## src/rtl/cp0_regfile_pkg.sv

```systemverilog
// rtl/cp0_regfile_pkg.sv - CP0 register layouts, address map and exception codes
package coprocessor0_params;

    localparam logic [7:0] CP0_INDEX    = {5'd0,  3'd0};
    localparam logic [7:0] CP0_ENTRYLO0 = {5'd2,  3'd0};
    localparam logic [7:0] CP0_ENTRYLO1 = {5'd3,  3'd0};
    localparam logic [7:0] CP0_BADVADDR = {5'd8,  3'd0};
    localparam logic [7:0] CP0_COUNT    = {5'd9,  3'd0};
    localparam logic [7:0] CP0_ENTRYHI  = {5'd10, 3'd0};
    localparam logic [7:0] CP0_COMPARE  = {5'd11, 3'd0};
    localparam logic [7:0] CP0_STATUS   = {5'd12, 3'd0};
    localparam logic [7:0] CP0_CAUSE    = {5'd13, 3'd0};
    localparam logic [7:0] CP0_EPC      = {5'd14, 3'd0};

    typedef enum logic [4:0] {
        EXC_INT  = 5'd0,
        EXC_MOD  = 5'd1,
        EXC_TLBL = 5'd2,
        EXC_TLBS = 5'd3,
        EXC_ADEL = 5'd4,
        EXC_ADES = 5'd5,
        EXC_SYS  = 5'd8,
        EXC_BP   = 5'd9,
        EXC_RI   = 5'd10,
        EXC_OV   = 5'd12
    } exc_code_e;

    typedef struct packed {
        logic        p;
        logic [26:0] zero;
        logic [3:0]  index;
    } index_t;

    typedef struct packed {
        logic [18:0] vpn2;
        logic [4:0]  zero;
        logic [7:0]  asid;
    } entry_hi_t;

    typedef struct packed {
        logic [5:0]  zero;
        logic [19:0] pfn;
        logic [2:0]  c;
        logic        d;
        logic        v;
        logic        g;
    } entry_lo_t;

    typedef struct packed {
        logic [8:0] zero3;
        logic       bev;
        logic [5:0] zero2;
        logic [7:0] im;
        logic [5:0] zero1;
        logic       exl;
        logic       ie;
    } status_t;

    typedef struct packed {
        logic        bd;
        logic        ti;
        logic [13:0] zero2;
        logic [5:0]  hw;
        logic [1:0]  sw;
        logic        zero1;
        logic [4:0]  exc_code;
        logic [1:0]  zero0;
    } cause_t;

    typedef struct packed {
        logic [31:0] exception_address;
        logic [7:0]  interrupt_valid;
    } cp0_to_if_bus_t;

    localparam status_t STATUS_RESET = 32'h0040_0000;

    // Address-related exceptions capture BadVAddr; the TLB ones also load EntryHi.VPN2
    function automatic logic sets_badvaddr(logic [4:0] code);
        return (code >= 5'(EXC_MOD)) && (code <= 5'(EXC_ADES));
    endfunction

    function automatic logic sets_vpn(logic [4:0] code);
        return (code >= 5'(EXC_MOD)) && (code <= 5'(EXC_TLBS));
    endfunction

endpackage

```

## src/rtl/cp0_regfile_if.sv

```systemverilog
// rtl/cp0_regfile_if.sv - mtc0/mfc0 access bus between pipeline and CP0
interface cp0_regfile_if;
    logic        cp0_we;
    logic [7:0]  cp0_addr;
    logic [31:0] cp0_wdata;
    logic [31:0] cp0_rdata;

    modport master (output cp0_we, output cp0_addr, output cp0_wdata, input cp0_rdata);
    modport slave  (input cp0_we, input cp0_addr, input cp0_wdata, output cp0_rdata);
endinterface

```

## src/rtl/cp0_regfile_timer.sv

```systemverilog
// rtl/cp0_regfile_timer.sv - Count/Compare timer with half-rate tick and sticky compare interrupt
module cp0_timer (
    input  logic        clk,
    input  logic        resetn,
    input  logic        count_we,
    input  logic        compare_we,
    input  logic [31:0] wdata,
    output logic [31:0] count,
    output logic [31:0] compare,
    output logic        timer_interrupt
);
    logic tick;

    always_ff @(posedge clk or negedge resetn) begin
        if (!resetn) begin
            tick            <= 1'b0;
            count           <= '0;
            compare         <= '0;
            timer_interrupt <= 1'b0;
        end else begin
            // A software Count write replaces the increment but leaves tick phase alone
            tick <= ~tick;
            if (count_we)
                count <= wdata;
            else if (tick)
                count <= count + 32'd1;
            if (compare_we)
                compare <= wdata;
            if (compare_we)
                timer_interrupt <= 1'b0;
            else if (count == compare)
                timer_interrupt <= 1'b1;
        end
    end
endmodule

```

## src/rtl/cp0_regfile.sv

```systemverilog
// rtl/cp0_regfile.sv - MIPS CP0 register file: exceptions, eret, TLB regs, timer, interrupts
module cp0_regfile
    import coprocessor0_params::*;
#(
    parameter logic [31:0] EXC_ENTRY    = 32'hbfc00380,
    parameter logic [31:0] REFILL_ENTRY = 32'hbfc00200
) (
    input  logic            clk,
    input  logic            resetn,
    cp0_regfile_if.slave    cp0_bus,
    input  logic            ws_exception,
    input  logic [4:0]      ws_exc_code,
    input  logic            ws_bd,
    input  logic [31:0]     ws_pc,
    input  logic [31:0]     ws_badvaddr,
    input  logic            ws_tlb_refill,
    input  logic            ws_eret,
    input  logic [5:0]      ext_int,
    input  logic            tlbp_we,
    input  index_t          tlbp_index,
    input  logic            tlbr_we,
    input  entry_hi_t       tlbr_hi,
    input  entry_lo_t       tlbr_lo0,
    input  entry_lo_t       tlbr_lo1,
    output index_t          index_o,
    output entry_hi_t       entry_hi_o,
    output entry_lo_t       entry_lo0_o,
    output entry_lo_t       entry_lo1_o,
    output cp0_to_if_bus_t  cp0_to_if_bus
);
    index_t      index_r;
    entry_lo_t   entry_lo0_r;
    entry_lo_t   entry_lo1_r;
    entry_hi_t   entry_hi_r;
    status_t     status_r;
    logic [31:0] badvaddr_r;
    logic [31:0] epc_r;
    logic        cause_bd;
    logic [5:0]  cause_hw;
    logic [1:0]  cause_sw;
    logic [4:0]  cause_exc;
    cause_t      cause_v;

    logic [31:0] count;
    logic [31:0] compare;
    logic        timer_irq;
    logic        count_we;
    logic        compare_we;

    assign count_we   = cp0_bus.cp0_we && (cp0_bus.cp0_addr == CP0_COUNT);
    assign compare_we = cp0_bus.cp0_we && (cp0_bus.cp0_addr == CP0_COMPARE);

    cp0_timer u_timer (
        .clk             (clk),
        .resetn          (resetn),
        .count_we        (count_we),
        .compare_we      (compare_we),
        .wdata           (cp0_bus.cp0_wdata),
        .count           (count),
        .compare         (compare),
        .timer_interrupt (timer_irq)
    );

    // Later statements override earlier ones, giving exception > eret > tlb > mtc0 per field
    always_ff @(posedge clk or negedge resetn) begin
        if (!resetn) begin
            index_r     <= '0;
            entry_lo0_r <= '0;
            entry_lo1_r <= '0;
            entry_hi_r  <= '0;
            status_r    <= STATUS_RESET;
            badvaddr_r  <= '0;
            epc_r       <= '0;
            cause_bd    <= 1'b0;
            cause_hw    <= '0;
            cause_sw    <= '0;
            cause_exc   <= '0;
        end else begin
            cause_hw <= {ext_int[5] | timer_irq, ext_int[4:0]};

            if (cp0_bus.cp0_we) begin
                case (cp0_bus.cp0_addr)
                    CP0_INDEX:    index_r.index      <= cp0_bus.cp0_wdata[3:0];
                    CP0_ENTRYLO0: entry_lo0_r[25:0]  <= cp0_bus.cp0_wdata[25:0];
                    CP0_ENTRYLO1: entry_lo1_r[25:0]  <= cp0_bus.cp0_wdata[25:0];
                    CP0_ENTRYHI: begin
                        entry_hi_r.vpn2 <= cp0_bus.cp0_wdata[31:13];
                        entry_hi_r.asid <= cp0_bus.cp0_wdata[7:0];
                    end
                    CP0_STATUS: begin
                        status_r.im  <= cp0_bus.cp0_wdata[15:8];
                        status_r.exl <= cp0_bus.cp0_wdata[1];
                        status_r.ie  <= cp0_bus.cp0_wdata[0];
                    end
                    CP0_CAUSE:    cause_sw <= cp0_bus.cp0_wdata[9:8];
                    CP0_EPC:      epc_r    <= cp0_bus.cp0_wdata;
                    default: ;
                endcase
            end

            if (tlbp_we)
                index_r <= tlbp_index;
            if (tlbr_we) begin
                entry_hi_r  <= tlbr_hi;
                entry_lo0_r <= tlbr_lo0;
                entry_lo1_r <= tlbr_lo1;
            end

            if (ws_eret)
                status_r.exl <= 1'b0;

            if (ws_exception) begin
                // Nested exceptions keep the original return point
                if (!status_r.exl) begin
                    epc_r    <= ws_bd ? ws_pc - 32'd4 : ws_pc;
                    cause_bd <= ws_bd;
                end
                status_r.exl <= 1'b1;
                cause_exc    <= ws_exc_code;
                if (sets_badvaddr(ws_exc_code))
                    badvaddr_r <= ws_badvaddr;
                if (sets_vpn(ws_exc_code))
                    entry_hi_r.vpn2 <= ws_badvaddr[31:13];
            end
        end
    end

    always_comb begin
        cause_v          = '0;
        cause_v.bd       = cause_bd;
        cause_v.ti       = timer_irq;
        cause_v.hw       = cause_hw;
        cause_v.sw       = cause_sw;
        cause_v.exc_code = cause_exc;
    end

    always_comb begin
        cp0_bus.cp0_rdata = '0;
        case (cp0_bus.cp0_addr)
            CP0_INDEX:    cp0_bus.cp0_rdata = index_r;
            CP0_ENTRYLO0: cp0_bus.cp0_rdata = entry_lo0_r;
            CP0_ENTRYLO1: cp0_bus.cp0_rdata = entry_lo1_r;
            CP0_BADVADDR: cp0_bus.cp0_rdata = badvaddr_r;
            CP0_COUNT:    cp0_bus.cp0_rdata = count;
            CP0_ENTRYHI:  cp0_bus.cp0_rdata = entry_hi_r;
            CP0_COMPARE:  cp0_bus.cp0_rdata = compare;
            CP0_STATUS:   cp0_bus.cp0_rdata = status_r;
            CP0_CAUSE:    cp0_bus.cp0_rdata = cause_v;
            CP0_EPC:      cp0_bus.cp0_rdata = epc_r;
            default:      cp0_bus.cp0_rdata = '0;
        endcase
    end

    always_comb begin
        cp0_to_if_bus = '0;
        cp0_to_if_bus.exception_address = ws_eret ? epc_r :
            ((ws_tlb_refill && !status_r.exl) ? REFILL_ENTRY : EXC_ENTRY);
        cp0_to_if_bus.interrupt_valid = (status_r.ie && !status_r.exl) ?
            (status_r.im & {cause_hw, cause_sw}) : 8'h00;
    end

    assign index_o     = index_r;
    assign entry_hi_o  = entry_hi_r;
    assign entry_lo0_o = entry_lo0_r;
    assign entry_lo1_o = entry_lo1_r;
endmodule

```

## src/flat_wrapper.sv

```systemverilog
// flat-port wrapper written by rule: the top's interface ports become plain ports
module cp0_regfile_flat import coprocessor0_params::*;
#(
    parameter logic [31:0] EXC_ENTRY    = 32'hbfc00380,
    parameter logic [31:0] REFILL_ENTRY = 32'hbfc00200
)
  (clk, resetn, ws_exception, ws_exc_code, ws_bd, ws_pc, ws_badvaddr, ws_tlb_refill, ws_eret, ext_int, tlbp_we, tlbp_index, tlbr_we, tlbr_hi, tlbr_lo0, tlbr_lo1, index_o, entry_hi_o, entry_lo0_o, entry_lo1_o, cp0_to_if_bus, cp0_bus_cp0_we, cp0_bus_cp0_addr, cp0_bus_cp0_wdata, cp0_bus_cp0_rdata);
  cp0_regfile_if cp0_bus_i ();
  input  logic clk;
  input  logic resetn;
  input  logic ws_exception;
  input  logic [4:0] ws_exc_code;
  input  logic ws_bd;
  input  logic [31:0] ws_pc;
  input  logic [31:0] ws_badvaddr;
  input  logic ws_tlb_refill;
  input  logic ws_eret;
  input  logic [5:0] ext_int;
  input  logic tlbp_we;
  input  index_t tlbp_index;
  input  logic tlbr_we;
  input  entry_hi_t tlbr_hi;
  input  entry_lo_t tlbr_lo0;
  input  entry_lo_t tlbr_lo1;
  output index_t index_o;
  output entry_hi_t entry_hi_o;
  output entry_lo_t entry_lo0_o;
  output entry_lo_t entry_lo1_o;
  output cp0_to_if_bus_t cp0_to_if_bus;
  input wire logic [$bits(cp0_bus_i.cp0_we)-1:0] cp0_bus_cp0_we;
  input wire logic [$bits(cp0_bus_i.cp0_addr)-1:0] cp0_bus_cp0_addr;
  input wire logic [$bits(cp0_bus_i.cp0_wdata)-1:0] cp0_bus_cp0_wdata;
  output wire logic [$bits(cp0_bus_i.cp0_rdata)-1:0] cp0_bus_cp0_rdata;
  assign cp0_bus_i.cp0_we = cp0_bus_cp0_we;
  assign cp0_bus_i.cp0_addr = cp0_bus_cp0_addr;
  assign cp0_bus_i.cp0_wdata = cp0_bus_cp0_wdata;
  assign cp0_bus_cp0_rdata = cp0_bus_i.cp0_rdata;
  cp0_regfile #(.EXC_ENTRY(EXC_ENTRY), .REFILL_ENTRY(REFILL_ENTRY)) u_core (.clk(clk), .resetn(resetn), .cp0_bus(cp0_bus_i), .ws_exception(ws_exception), .ws_exc_code(ws_exc_code), .ws_bd(ws_bd), .ws_pc(ws_pc), .ws_badvaddr(ws_badvaddr), .ws_tlb_refill(ws_tlb_refill), .ws_eret(ws_eret), .ext_int(ext_int), .tlbp_we(tlbp_we), .tlbp_index(tlbp_index), .tlbr_we(tlbr_we), .tlbr_hi(tlbr_hi), .tlbr_lo0(tlbr_lo0), .tlbr_lo1(tlbr_lo1), .index_o(index_o), .entry_hi_o(entry_hi_o), .entry_lo0_o(entry_lo0_o), .entry_lo1_o(entry_lo1_o), .cp0_to_if_bus(cp0_to_if_bus));
endmodule
```

## config.mk

```make
export PLATFORM = sky130hd
export DESIGN_NAME = cp0_regfile_flat
export DESIGN_NICKNAME = d
export VERILOG_FILES = /design/src/rtl/cp0_regfile_pkg.sv /design/src/rtl/cp0_regfile_if.sv /design/src/rtl/cp0_regfile_timer.sv /design/src/rtl/cp0_regfile.sv /design/src/flat_wrapper.sv
export SDC_FILE = /design/constraint.sdc
export NUM_CORES = 1
export LEC_CHECK = 0
export CAP_MARGIN = 20
export CORE_AREA = 2 2 193 195
export CTS_BUF_LIST = sky130_fd_sc_hd__clkbuf_8
export DETAILED_ROUTE_END_ITERATION = 7
export DIE_AREA = 0 0 195 197
export MAX_ROUTING_LAYER = met4
export PLACE_DENSITY = 0.76
export SETUP_SLACK_MARGIN = 0.1
export SKIP_LAST_GASP = 1
export SYNTH_ARGS = -nofsm -noshare
export SYNTH_HDL_FRONTEND = slang
export SYNTH_HIERARCHICAL = 1
export SYNTH_SLANG_ARGS = --single-unit
```

## constraint.sdc

```tcl
create_clock -name clk -period 1.6 [get_ports clk]
set_input_delay 0.16 -clock clk [delete_from_list [all_inputs] [get_ports clk]]
set_output_delay 0.16 -clock clk [all_outputs]
set_load 0.05 [all_outputs]
```

==> results of run 1 <==
[power by group through the flow]
stage          registers [uW]  logic, uW  clock network (uW)
2_1_floorplan            9830       2750                   0
3_3_place_gp             8910       7540                   0
3_5_place_dp             8940       7650                   0
4_1_cts                  8870       8490                6750
5_1_grt                  9010       9350                7070
6_report                 8950       9020                6680
[layout by cell type (no fill, tap or decap), drive strengths merged, types with 40 or more instances in the layout]
cell type,count
clkdlybuf4s50,234
xnor2,60
buf,604
dfrtp,282
nor2,78
a21oi,40
nand2,134
mux2i,179
o21ai,104
mux2,161
clkbuf,62
[sequential cells by signal, summed over array words and instances (netlist names)]
name,count
u_core/epc_r,32
u_core/cause_sw,2
u_core/entry_lo1_o,32
u_core/cause_hw,6
u_core/u_timer/tick,1
u_core/u_timer/timer_interrupt,1
u_core/cause_bd,1
u_core/entry_lo0_o,32
u_core/cause_exc,5
u_core/badvaddr_r,32
u_core/u_timer/count,32
u_core/status_r,10
u_core/index_o,32
u_core/u_timer/compare,32
u_core/entry_hi_o,32
[synthesized netlist by cell type (3+ instances only)]
cell type / n
nand2b_1: 14
nor4_1: 10
nand4_1: 21
xor2_1: 32
nand3_1: 25
a22oi_1: 22
or2_2: 4
xnor2_1: 60
buf_4: 6
o2bb2ai_1: 5
or3_1: 9
nor4_2: 6
buf_2: 19
mux2_2: 161
buf_6: 6
a22o_1: 5
a211oi_1: 6
nor4_4: 5
buf_1: 9
nor2_1: 74
a21oi_1: 40
and2_1: 27
inv_1: 8
nand2_1: 131
nand3_4: 3
o21ai_0: 91
o22ai_1: 21
nand2_2: 3
a32oi_1: 8
a221oi_1: 36
and3_1: 15
mux2i_1: 179
dfrtp_1: 282
a222oi_1: 6
o21ai_1: 12
nor2b_1: 23
a31oi_1: 5
a2bb2oi_1: 4
clkbuf_1: 67
nor3_1: 22
[per-stage QoR]
stage	power, uW	cells	setup WS, ns
floorplan	12600	1523	-0.162
global placement	16500	2659	-0.789
detailed placement	16600	2659	-0.831
CTS	24100	2806	-0.906
global route	25400	2840	-0.970
finish	24700	2840	-0.898
[routing by layer]
layer / up-vias / track usage (%) / wire length (um)
met4: 0 / 14.6 / 3470
met2: 1128 / 63.2 / 36700
met1: 8503 / 52.6 / 30900
met3: 226 / 7.39 / 7200
li1: 7187 / - / -
met5: - / - / 0
[worst max path at each step]
stage	from	to	slack [ns]	cells after the start
3_5_place_dp	cp0_bus_cp0_addr[6]	cp0_bus_cp0_rdata[0]	-0.83	9
6_report	u_core/entry_hi_o[4]	cp0_bus_cp0_rdata[4]	-0.90	6
4_1_cts	u_core/entry_hi_o[4]	cp0_bus_cp0_rdata[4]	-0.91	6
2_1_floorplan	u_core/entry_hi_o[4]	cp0_bus_cp0_rdata[4]	-0.16	4
5_1_grt	u_core/entry_hi_o[4]	cp0_bus_cp0_rdata[4]	-0.97	6
3_3_place_gp	cp0_bus_cp0_addr[7]	cp0_bus_cp0_rdata[24]	-0.79	8
[worst max-delay path, stage by stage, from the launching register on]
cell and delay, ns:
dfrtp_2 0.41, mux2_4 0.25, a22o_1 0.23, a222oi_1 0.39, buf_4 0.20, o22ai_4 0.07, buf_12 0.15
[cells by family (layout without fill, tap and decap cells)]
| kind of cell | after synthesis | count (layout) | synth area share (%) |
|---|---|---|---|
| muxes | 341 | 341 | 22.5 |
| AOI/OAI and AO/OA | 278 | 278 | 11.2 |
| other | 0 | 7 | 0 |
| DFF | 282 | 282 | 43.8 |
| xor gates and xnor gates | 92 | 92 | 5.00 |
| and+or+nand+nor | 410 | 413 | 13.9 |
| adders and majority gates | 2 | 2 | 0.155 |
| buffers and inverters | 118 | 957 | 3.49 |
[layout make-up]
cell class | instances | share of cell area [%]
Tap cell | 468 | 2.09
Inverter | 8 | 0.107
Clock inverter | 28 | 0.451
Multi-Input combinational cell | 1126 | 36.3
Clock buffer | 61 | 3.00
Antenna cell | 7 | 0.0625
Sequential cell | 282 | 25.4
Timing Repair Buffer | 860 | 32.5
[what timing repair did]
action / CTS / global route
pin swaps: 82 / 61
endpoints found under the hold margin: 289 / 0
setup buffers: 52 / 36
gates resized for setup: 282 / 117
gates cloned: 4 / 3
hold buffers: 8 / 0
endpoints found under the setup margin: 231 / 161
==> results.sh, run 1 <==
export IMPL_outcome="finished, violations left"
export IMPL_violations="negative setup slack"
export IMPL_n_fill_cell=2271
export IMPL_rr_startpoint="u_core/u_timer/count[3]"
export IMPL_ys_warn_count=50
export IMPL_die_w_um=195
export IMPL_critPathKind="flip-flop to primary output"
export IMPL_drive_above_1_share_pct=48.2
export IMPL_cts_clk_slew_worst_paths_ns=0.06
export IMPL_synth_cell_types=72
export IMPL_route_detailed_wl_per_inst_um=27.6
export IMPL_syn_area_per_cell_sq_um=10.6
export IMPL_synthArstFlopShare_pct=100
export IMPL_design_core_area_sq_mm=0.0363
export IMPL_start_util_pct=44.5
export IMPL_syn_nets=1777
export IMPL_min_period_ns=2.50
export IMPL_syn_inst=1523
export IMPL_tightest_slew_ns=0.817
export IMPL_dp_hpwl_mm=56.3
export IMPL_slew_violations=0
export IMPL_sw_frac_of_total_pct=36.0
export IMPL_r2r_end="u_core/u_timer/count[12]"
export IMPL_drt_total_wl_mm=78.3
export IMPL_cap_violations=0
export IMPL_p_sw_uw=8880
export IMPL_drt_iter0_markers=1864
export IMPL_final_hold_viol_count=0
export IMPL_timing_hold_ws_ns=0.0219
export IMPL_cts_tree="done"
export IMPL_whs_endpoint="u_core/epc_r[5]"
export IMPL_arrival_ns=2.34
export IMPL_critPathCaptureType="primary output"
export IMPL_ff2ff_setup_slack_ns=-0.30
export IMPL_clockBufferDepth=3
export IMPL_synth_top_cell_area_share_pct=43.8
export IMPL_yosys_area_top_type="dfrtp_1"
export IMPL_yosysSeqAreaShare_pct=43.8
export IMPL_fp_dieH_um=197
export IMPL_hold_depth=4
export IMPL_rows=70
export IMPL_r2r_cells=10
export IMPL_power_density_mw_per_mm2=880
export IMPL_rsz0062_at_grt="true"
export IMPL_synth_ff_type="dfrtp_1"
export IMPL_register_area_sq_mm=0.00713
export IMPL_final_setup_tns_ns=-27.16
export IMPL_synth_edf_count=0
export IMPL_cts_num_sinks=282
export IMPL_slew_headroom_pct=45.5
export IMPL_fin_util_pct=77.3
export IMPL_post_dp_cell_area_sq_mm=0.0248
export IMPL_crit_path_start_kind="flip-flop"
export IMPL_period_share_pct=156
export IMPL_ys_top_cells_by_area="dfrtp_1, mux2_2, mux2i_1, xnor2_1, nand2_1"
export IMPL_via_count=17000
export IMPL_area_growth_pct=73.8
export IMPL_combinationalPowerShare_pct=36.6
export IMPL_synth_seq_cells=282
export IMPL_antenna_found_initial=7
export IMPL_syn_cell_area_sq_mm=0.0161
export IMPL_grt_overflow=0
export IMPL_pin_count=452
export IMPL_layout_setup_ws_ns=-0.898
export IMPL_grt_pass1_wl_mm=111
export IMPL_vdd_drop_max_mv=0.652
export IMPL_cts_htree_levels=2
export IMPL_power_frac_seq_pct=36.3
export IMPL_worstPathRequired_ns=1.44
export IMPL_design_area_sq_mm=0.0280
export IMPL_internal_power_uw=15800
export IMPL_drt_pre_antenna_iters=6
export IMPL_fin_worst_skew_ns=0.0273
export IMPL_grt_max_degree=82
export IMPL_critical_path_peak_fanout=2
export IMPL_first_global_vias=17100
export IMPL_drt_antenna_violating_nets=0
export IMPL_drc=0
export IMPL_dieArea_sq_mm=0.0384
export IMPL_insertion_delay_ns=0.64
export IMPL_hold_class="input port to flip-flop"
export IMPL_cts_buffers=50
export IMPL_viasPerCell=6.00
export IMPL_worstHoldStart="ws_pc[5]"
export IMPL_setup_violations=78
export IMPL_num_nets_final=2582
export IMPL_track_usage_pct=40.4
export IMPL_portBuffers=451
export IMPL_fmax_mhz=400
export IMPL_multi_input_area_sq_mm=0.0102
export IMPL_gp_congestion=0.979
export IMPL_power_leakage_uw=0.0121
export IMPL_root_buffer="clkbuf_8"
export IMPL_clock_power_share_pct=27.1
Note: power is estimated with default switching activity, not from simulation.
==> run 2, diff against run 1 <==
==> constraint.sdc (replaced) <==
create_clock -name clk -period 2.25 [get_ports clk]
set_input_delay 0.225 -clock clk [delete_from_list [all_inputs] [get_ports clk]]
set_output_delay 0.225 -clock clk [all_outputs]
set_load 0.05 [all_outputs]
==> results.sh, run 2 (same netlist as run 1, synthesis figures left out) <==
export IMPL_layout_setup_ws_ns=-0.406
export IMPL_grt_overflow=0
export IMPL_die_w_um=195
export IMPL_timing_hold_ws_ns=0.0445
export IMPL_outcome="finished, violations left"
export IMPL_cts_num_sinks=282
export IMPL_vdd_drop_max_mv=0.415
export IMPL_cts_buffers=51
export IMPL_crit_path_start_kind="flip-flop"
export IMPL_combinationalPowerShare_pct=31.5
export IMPL_cts_clk_slew_worst_paths_ns=0.06
export IMPL_drc=0
export IMPL_setup_violations=9
export IMPL_drt_iter0_markers=1491
export IMPL_power_frac_seq_pct=39.8
export IMPL_grt_max_degree=120
export IMPL_slew_headroom_pct=25.0
export IMPL_rsz0062_at_grt="true"
export IMPL_final_hold_viol_count=0
export IMPL_via_count=15500
export IMPL_sw_frac_of_total_pct=35.7
export IMPL_worstPathRequired_ns=2.03
export IMPL_power_leakage_uw=0.0107
export IMPL_first_global_vias=15500
export IMPL_path_cells="mux2_4, a22o_1, a222oi_1, o22ai_2, buf_12"
export IMPL_critPathCaptureType="primary output"
export IMPL_gp_congestion=0.958
export IMPL_cap_violations=0
export IMPL_tightest_slew_ns=1.12
export IMPL_critical_path_peak_fanout=2
export IMPL_dieArea_sq_mm=0.0384
export IMPL_drt_pre_antenna_iters=5
export IMPL_dp_cells=2491
export IMPL_final_cell_mix="clkdlybuf4s50_1, dfrtp_1, buf_4, mux2i_1, mux2_2"
export IMPL_clockBufferDepth=3
export IMPL_stdcell_count=2625
export IMPL_internal_power_uw=10400
export IMPL_final_common_cell="clkdlybuf4s50_1"
export IMPL_drive_above_1_share_pct=31.5
export IMPL_period_share_pct=118
export IMPL_n_fill_cell=2763
export IMPL_cts_tree="done"
export IMPL_portBuffers=451
export IMPL_slew_violations=0
export IMPL_fp_dieH_um=197
export IMPL_cts_htree_levels=2
export IMPL_design_core_area_sq_mm=0.0363
export IMPL_multi_input_area_sq_mm=0.00926
export IMPL_rows=70
export IMPL_critPathSlowestCell="a222oi_1"
export IMPL_antenna_found_initial=4
export IMPL_fmax_mhz=377
export IMPL_start_util_pct=44.5
export IMPL_route_detailed_wl_per_inst_um=27.1
export IMPL_power_density_mw_per_mm2=648
export IMPL_p_sw_uw=5770
export IMPL_arrival_ns=2.43
export IMPL_drt_antenna_violating_nets=0
export IMPL_cp_top_family="compound AO/OA/AOI/OAI gates"
export IMPL_critPathKind="flip-flop to primary output"
export IMPL_grt_pass1_wl_mm=103
export IMPL_register_area_sq_mm=0.00708
export IMPL_hold_class="input port to flip-flop"
export IMPL_dp_hpwl_mm=54.5
export IMPL_path_buf_inv=1
export IMPL_viasPerCell=5.90
export IMPL_drt_total_wl_mm=71.1
export IMPL_pin_count=452
export IMPL_critPathMaxStageDelay_ns=0.52
export IMPL_fin_worst_skew_ns=0.0221
export IMPL_clock_power_share_pct=28.8
export IMPL_violations="negative setup slack"
export IMPL_area_growth_pct=54.9
export IMPL_track_usage_pct=37.4
export IMPL_insertion_delay_ns=0.63
export IMPL_fin_util_pct=68.9
export IMPL_root_buffer="clkbuf_8"
export IMPL_num_nets_final=2376
export IMPL_min_period_ns=2.66
## run 2: cell types whose count changed in the layout (fill, tap and decap cells not counted), sizes merged, moves of 5 or more
cell,change
buf,-322
dlygate4sd3,-6
clkdlybuf4s50,+81
inv,-5
dlymetal6s2s,+25
dlygate4sd2,+22
## run 2: final cells by class
class | count | share of cell area (%)
diodes | 4 | 0.0401
clock buffers | 62 | 3.42
clock inverters | 22 | 0.361
inverters | 8 | 0.120
multi-input cells | 1123 | 37.1
flip-flops and latches | 282 | 28.3
well taps | 468 | 2.34
repair buffers | 656 | 28.3
## run 2: worst paths after layout
kind,from,end,slack (ns),cells past startpoint
max in group asynchronous,resetn,u_core/badvaddr_r[17],1.33,3
min in group asynchronous,resetn,u_core/index_o[8],0.16,2
hold reg to reg,u_core/badvaddr_r[15],u_core/badvaddr_r[15],0.51,1
hold / removal,ext_int[1],u_core/cause_hw[1],0.04,1
setup reg to reg,u_core/u_timer/count[2],u_core/u_timer/count[29],0.33,6
setup / recovery,u_core/entry_hi_o[4],cp0_bus_cp0_rdata[4],-0.41,5
## run 2: through the flow
step	TNS [ns]	power (uW)	area, sq um	setup slack [ns]
finish	-1.15	16200	25000	-0.406
global placement	-8.91	11100	23000	-0.253
detailed placement	-13.96	11200	23000	-0.292
CTS	-1.16	16100	24600	-0.374
global route	-1.93	16700	25000	-0.437
floorplan	-0.210	8740	16300	-0.105
## run 2: timing repair
item,CTS,global route
endpoints found under the hold margin,113,0
hold buffers,1,0
pin swaps,54,33
setup endpoints to repair,58,70
setup buffers,35,11
gates resized for setup,137,75
## run 2: routing by layer
metal	vias up	wire length [um]	global-route usage, %
met1	7697	29800	50.4
met3	124	6170	6.71
met4	0	2180	11.7
li1	6753	-	-
met2	905	33000	57.6
met5	-	0	-
## run 2: worst register-to-register path, cell delays in order (launching register included)
cell and delay (ns):
dfrtp_1 0.56, nand3_4 0.17, nor4_4 0.44, buf_4 0.24
nand4_1 0.12, xnor2_1 0.17, o21ai_0 0.09
## run 2: power by group through the flow
stage,combinational [uW],clock (uW),sequential [uW]
final,5090,4660,6440
after global routing,5300,4940,6490
after CTS,4990,4710,6390
after detailed placement,4740,0,6470
after global placement,4680,0,6450
after floorplan,1780,0,6960
